### src/rtl/ula_arbiter.sv
// Round-robin arbiter sharing one combinational ULA among NUM_REQ cores.
// Every grant walks IDLE -> EXEC -> DONE, so one operation completes per three cycles.
module ula_arbiter #(
    parameter int NUM_REQ    = 4,
    parameter int DATA_WIDTH = 8
) (
    input  logic                          clk,
    input  logic                          reset,
    input  logic [NUM_REQ-1:0]            req,
    input  logic [4*NUM_REQ-1:0]          op_in,
    input  logic [DATA_WIDTH*NUM_REQ-1:0] a_in,
    input  logic [DATA_WIDTH*NUM_REQ-1:0] b_in,
    output logic [NUM_REQ-1:0]            gnt,
    output logic [NUM_REQ-1:0]            done,
    output logic [DATA_WIDTH-1:0]         result_out,
    output logic [3:0]                    flags_out,
    output logic                          err,
    output logic                          busy,
    output logic [3:0]                    ula_operation,
    output logic [DATA_WIDTH-1:0]         operand1,
    output logic [DATA_WIDTH-1:0]         operand2,
    input  logic [DATA_WIDTH-1:0]         ula_result,
    input  logic [3:0]                    ula_flags
);

    localparam int PTR_W = $clog2(NUM_REQ);
    localparam logic [PTR_W-1:0] LAST_IDX = PTR_W'(NUM_REQ - 1);

    localparam logic [1:0] ST_IDLE = 2'd0;
    localparam logic [1:0] ST_EXEC = 2'd1;
    localparam logic [1:0] ST_DONE = 2'd2;

    // Lowest rotational offset from p wins; scanning downward lets it overwrite the rest.
    function automatic logic [PTR_W-1:0] pick_next(input logic [NUM_REQ-1:0] r,
                                                   input logic [PTR_W-1:0]   p);
        logic [PTR_W-1:0] res;
        int               idx;
        res = p;
        for (int k = NUM_REQ - 1; k >= 0; k--) begin
            idx = (int'(p) + k) % NUM_REQ;
            if (r[PTR_W'(idx)]) begin
                res = PTR_W'(idx);
            end else begin
                res = res;
            end
        end
        return res;
    endfunction

    function automatic logic op_is_valid(input logic [3:0] op);
        return (op >= 4'd1) && (op <= 4'd12);
    endfunction

    logic [1:0]            state_q,    state_d;
    logic [PTR_W-1:0]      rr_ptr_q,   rr_ptr_d;
    logic [PTR_W-1:0]      gidx_q,     gidx_d;
    logic [NUM_REQ-1:0]    gnt_q,      gnt_d;
    logic [NUM_REQ-1:0]    done_q,     done_d;
    logic [DATA_WIDTH-1:0] result_q,   result_d;
    logic [3:0]            flags_q,    flags_d;
    logic                  err_q,      err_d;
    logic                  busy_q,     busy_d;
    logic [3:0]            ula_op_q,   ula_op_d;
    logic [DATA_WIDTH-1:0] opnd1_q,    opnd1_d;
    logic [DATA_WIDTH-1:0] opnd2_q,    opnd2_d;
    logic                  op_valid_q, op_valid_d;

    logic [PTR_W-1:0]      pick_idx_s;
    logic [3:0]            op_arr_s [NUM_REQ];
    logic [DATA_WIDTH-1:0] a_arr_s  [NUM_REQ];
    logic [DATA_WIDTH-1:0] b_arr_s  [NUM_REQ];

    for (genvar i = 0; i < NUM_REQ; i++) begin : g_unpack
        assign op_arr_s[i] = op_in[4*i +: 4];
        assign a_arr_s[i]  = a_in[DATA_WIDTH*i +: DATA_WIDTH];
        assign b_arr_s[i]  = b_in[DATA_WIDTH*i +: DATA_WIDTH];
    end

    // Round-robin choice among the currently pending requests.
    always_comb begin
        pick_idx_s = pick_next(req, rr_ptr_q);
    end

    // Next-state and datapath update for the three-state transaction sequencer.
    always_comb begin
        state_d    = state_q;
        rr_ptr_d   = rr_ptr_q;
        gidx_d     = gidx_q;
        gnt_d      = gnt_q;
        done_d     = done_q;
        result_d   = result_q;
        flags_d    = flags_q;
        err_d      = err_q;
        busy_d     = busy_q;
        ula_op_d   = ula_op_q;
        opnd1_d    = opnd1_q;
        opnd2_d    = opnd2_q;
        op_valid_d = op_valid_q;
        case (state_q)
            ST_IDLE: begin
                if (|req) begin
                    gidx_d     = pick_idx_s;
                    gnt_d      = {{(NUM_REQ-1){1'b0}}, 1'b1} << pick_idx_s;
                    op_valid_d = op_is_valid(op_arr_s[pick_idx_s]);
                    ula_op_d   = op_is_valid(op_arr_s[pick_idx_s]) ? op_arr_s[pick_idx_s] : 4'd0;
                    opnd1_d    = a_arr_s[pick_idx_s];
                    opnd2_d    = b_arr_s[pick_idx_s];
                    busy_d     = 1'b1;
                    state_d    = ST_EXEC;
                end else begin
                    state_d    = ST_IDLE;
                end
            end
            ST_EXEC: begin
                // Invalid opcodes report zeros so stale ULA flags never reach the core.
                result_d = op_valid_q ? ula_result : '0;
                flags_d  = op_valid_q ? ula_flags : 4'd0;
                err_d    = ~op_valid_q;
                done_d   = gnt_q;
                ula_op_d = 4'd0;
                state_d  = ST_DONE;
            end
            ST_DONE: begin
                rr_ptr_d = (gidx_q == LAST_IDX) ? '0 : gidx_q + 1'b1;
                gnt_d    = '0;
                done_d   = '0;
                result_d = '0;
                flags_d  = 4'd0;
                err_d    = 1'b0;
                busy_d   = 1'b0;
                state_d  = ST_IDLE;
            end
            default: begin
                gnt_d    = '0;
                done_d   = '0;
                result_d = '0;
                flags_d  = 4'd0;
                err_d    = 1'b0;
                busy_d   = 1'b0;
                ula_op_d = 4'd0;
                state_d  = ST_IDLE;
            end
        endcase
    end

    // State registers with synchronous reset.
    always_ff @(posedge clk) begin
        if (reset) begin
            state_q    <= ST_IDLE;
            rr_ptr_q   <= '0;
            gidx_q     <= '0;
            gnt_q      <= '0;
            done_q     <= '0;
            result_q   <= '0;
            flags_q    <= 4'd0;
            err_q      <= 1'b0;
            busy_q     <= 1'b0;
            ula_op_q   <= 4'd0;
            opnd1_q    <= '0;
            opnd2_q    <= '0;
            op_valid_q <= 1'b0;
        end else begin
            state_q    <= state_d;
            rr_ptr_q   <= rr_ptr_d;
            gidx_q     <= gidx_d;
            gnt_q      <= gnt_d;
            done_q     <= done_d;
            result_q   <= result_d;
            flags_q    <= flags_d;
            err_q      <= err_d;
            busy_q     <= busy_d;
            ula_op_q   <= ula_op_d;
            opnd1_q    <= opnd1_d;
            opnd2_q    <= opnd2_d;
            op_valid_q <= op_valid_d;
        end
    end

    assign gnt           = gnt_q;
    assign done          = done_q;
    assign result_out    = result_q;
    assign flags_out     = flags_q;
    assign err           = err_q;
    assign busy          = busy_q;
    assign ula_operation = ula_op_q;
    assign operand1      = opnd1_q;
    assign operand2      = opnd2_q;

endmodule

### config.mk
export PLATFORM = sky130hd
export DESIGN_NAME = ula_arbiter
export DESIGN_NICKNAME = d
export VERILOG_FILES = /design/src/rtl/ula_arbiter.sv
export SDC_FILE = /design/constraint.sdc
export NUM_CORES = 1
export LEC_CHECK = 0
export CAP_MARGIN = 10
export CORE_MARGIN = 2
export CORE_UTILIZATION = 33
export CTS_CLUSTER_DIAMETER = 120
export DETAILED_ROUTE_END_ITERATION = 12
export PLACE_DENSITY = 0.76
export SYNTH_ARGS = -nofsm -noshare
export SYNTH_HDL_FRONTEND = slang
export SYNTH_SLANG_ARGS = --single-unit
### constraint.sdc
create_clock -name clk -period 2.2 [get_ports clk]
set_input_delay 0.44 -clock clk [delete_from_list [all_inputs] [get_ports clk]]
set_output_delay 0.44 -clock clk [all_outputs]
set_load 0.03 [all_outputs]
==> results.toml <==
[placed_design]
gp_congestion = 0.7749
pre_cts_slack_ps = -573.7
dp_hpwl_um = 5437
dp.cells = 452
port-buffer-count = 139

[layout]
diodes = 0
fillers = 583
area_growth_pct = 75.60
drive_above_1_share_pct = 16.84
layout.cells.non_filler = 460
layout_common_cells = "135 x clkdlybuf4s50_1, 47 x dfxtp_1, 39 x nand2_1, 24 x a21oi_1, 24 x buf_4"
fin_nets = 479
post-route-util_pct = 59.52
final_common_cell = "clkdlybuf4s50_1"

[setup_path]
worstSetupStartpointType = "flip-flop"
ff2ff_path_depth = 6
worstPathRequired_ps = 2410
worstPathCellList = "nor2b_4 -> o41ai_4 -> mux4_2 -> or2_0 -> a211o_1 -> o31ai_1"
crit_path_end_kind = "flip-flop"
critical_path_buf_inv_count = 0
r2r-start = "rr_ptr_q[0]"
crit_type = "reg -> reg"
rrSetupSlack_ps = 100
r2r_end = "op_valid_q"
critical_path.max_stage_delay_ps = 590
cp_max_fo = 4
cp_top_family = "compound AO/OA/AOI/OAI gates"
crit_arrival_ps = 2310
crit_slowest_cell = "mux4_2"

[yosys]
synth_seq_cells = 49
synth-edff-count = 0
syn_area_mm2 = 0.002277
avgSynthCellArea_um2 = 10.12
yosys.cell_types.count = 30
yosysWarnings = 0
dominantRegCellSynth = "dfxtp_1"
ys_async_sr_fraction_pct = 0
synth.net_count = 324
synth_seq_area_share_pct = 43.08
synth_cells = 225

[cts]
root_buffer = "clkbuf_8"
clock_sinks = 49
numCtsBuffers = 5
hold_buffers = 0
cts_tree = "done"
cts_htree_levels = 2
clk_pin_slew_ps = 80
clk_path_buf_depth = 2
clk_latency_ps = 290

[detailed_routing]
wl_per_cell_um = 14.37
vias = 2289
drc = 0
postRouteAntennaNets = 0
drt-total-wl_um = 6610
drt_iter0_markers = 83
avgViaCountPerCell = 4.976
drt_first_pass_iters = 7

[floorplan]
pin_count = 140
core_mm2 = 0.006719
die_width_um = 87.07
die_area_mm2 = 0.007581
initial_core_util_pct = 33.89
die_h_um = 87.07
num_rows = 30

[grt]
overflow = 0
grt_max_degree = 22
grt_pass1_vias = 2358
grt_antenna_before_repair = 0
grt.total_usage_pct = 17.40
grt_pass1_wl_um = 10470

[outcome]
status = "finished, final reports clean"

[timing]
hold_viol = 0
skew_ps = 4.348
fin_crit_ps = 2101
layout_setup_ws_ps = 98.63
worstMarginPinSlew_ps = 465.3
maxSlewViolCount = 0
whs_ps = 455.9
finalSetupViolCount = 0
rsz0062_at_grt = "no"
relSlewSlack_pct = 68.94
fin_crit_sh_pct = 95.52
fmax_mhz = 475.9

[power]
finalPower_mw = 2.348
p_per_area_mw_per_mm2 = 587.1
p_leak_nw = 1.527
ir_drop_v = 0.0003958

[flow_run]
cap_violations = 0

[hold_path]
hold_path.startpoint = "operand2[3]"
hold_end = "operand2[3]"
whs_path_depth = 2
hold_path_class = "reg -> reg"
worst reg2reg max path, stage by stage, from the launching register on:
cell     delay (ps)
dfxtp_2         420
nor2b_4          70
o41ai_4         430
mux4_2          590
or2_0           220
a211o_1         250
o31ai_1          60
power breakdown:
group | switching, mW | internal [mW] | total [mW]
combinational | 0.367 | 0.457 | 0.824
sequential | 0.0476 | 0.958 | 1.01
clock | 0.268 | 0.250 | 0.518
total | 0.683 | 1.66 | 2.35
through the flow:
| stage | cell area (um^2) | setup TNS (ps) |
|---|---|---|
| 2_1_floorplan | 2277 | -101.0 |
| 3_3_place_gp | 3895 | -9237 |
| 3_5_place_dp | 3895 | -11160 |
| 4_1_cts | 3995 | 0 |
| 5_1_grt | 3999 | 0 |
| 6_report | 3999 | 0 |
registers in the layout, summed over array words and instances, names as in the netlist:
signal	flops
operand1	8
operand2	8
result_out	8
done	4
flags_out	4
gnt	4
ula_operation	4
gidx_q	2
rr_ptr_q	2
state_q	2
busy	1
err	1
op_valid_q	1
area by class of cell:
class | instances | area (um^2) | area share (%)
Multi-Input combinational cell | 157 | 1255 | 31.38
Timing Repair Buffer | 163 | 1559 | 38.99
Sequential cell | 49 | 983.4 | 24.59
Tap cell | 80 | 100.1 | 2.503
Clock buffer | 7 | 86.33 | 2.159
Inverter | 4 | 15.01 | 0.3755
synth_stat cells (2+ instances only):
master    instances  share of area, %
nand3_1           2              0.44
mux2i_1           6               2.6
nor2b_1           3              0.82
a22o_1           14               5.4
a22oi_1           2              0.66
or3_1             2              0.55
mux4_2           20                20
dfxtp_1          49                43
nor4_1            2              0.55
nor2_1           22               3.6
nor3_1            5               1.1
inv_1             4              0.66
nand2_1          39               6.4
clkbuf_1         11               1.8
o21ai_1           4              0.88
buf_2             2              0.44
a21oi_1          25               5.5
cells by family after synthesis:
logic type	after synthesis	share of synthesized area (%)
DFF	49	43.08
and+or+nand+nor	80	15.17
buffers and inverters	19	3.406
muxes	26	22.42
adders and majority gates	1	0.5494
AOI/OAI and AO/OA	50	15.38
what timing repair did:
item                       4_1_cts  5_1_grt
setup buffers                    0        1
pin swaps                        3        2
resized for setup               11        5
setup endpoints to repair       21       11
per-layer routing:
| metal | share of wire, % | GRT usage (%) | wire (um) | vias up |
|---|---|---|---|---|
| met1 | 38 | 17.87 | 2504 | 1048 |
| met4 | 0.85 | 3.125 | 56 | 0 |
| met2 | 53 | 34.42 | 3498 | 111 |
| li1 | - | - | - | 1123 |
| met3 | 8.3 | 5.308 | 550 | 7 |
| met5 | 0 | 0 | 0 | - |
worst max path at each step:
stage                      from          to  slack, ps  depth (start not counted)
floorplan                req[0]  op_valid_q       -100                          6
global placement         req[3]  op_valid_q       -530                          7
detailed placement       req[0]  op_valid_q       -570                          7
CTS                      req[3]  op_valid_q          9                          7
global route        rr_ptr_q[0]  op_valid_q          2                          6
finish              rr_ptr_q[0]  op_valid_q        100                          6
(Power assumes the default switching activity.)
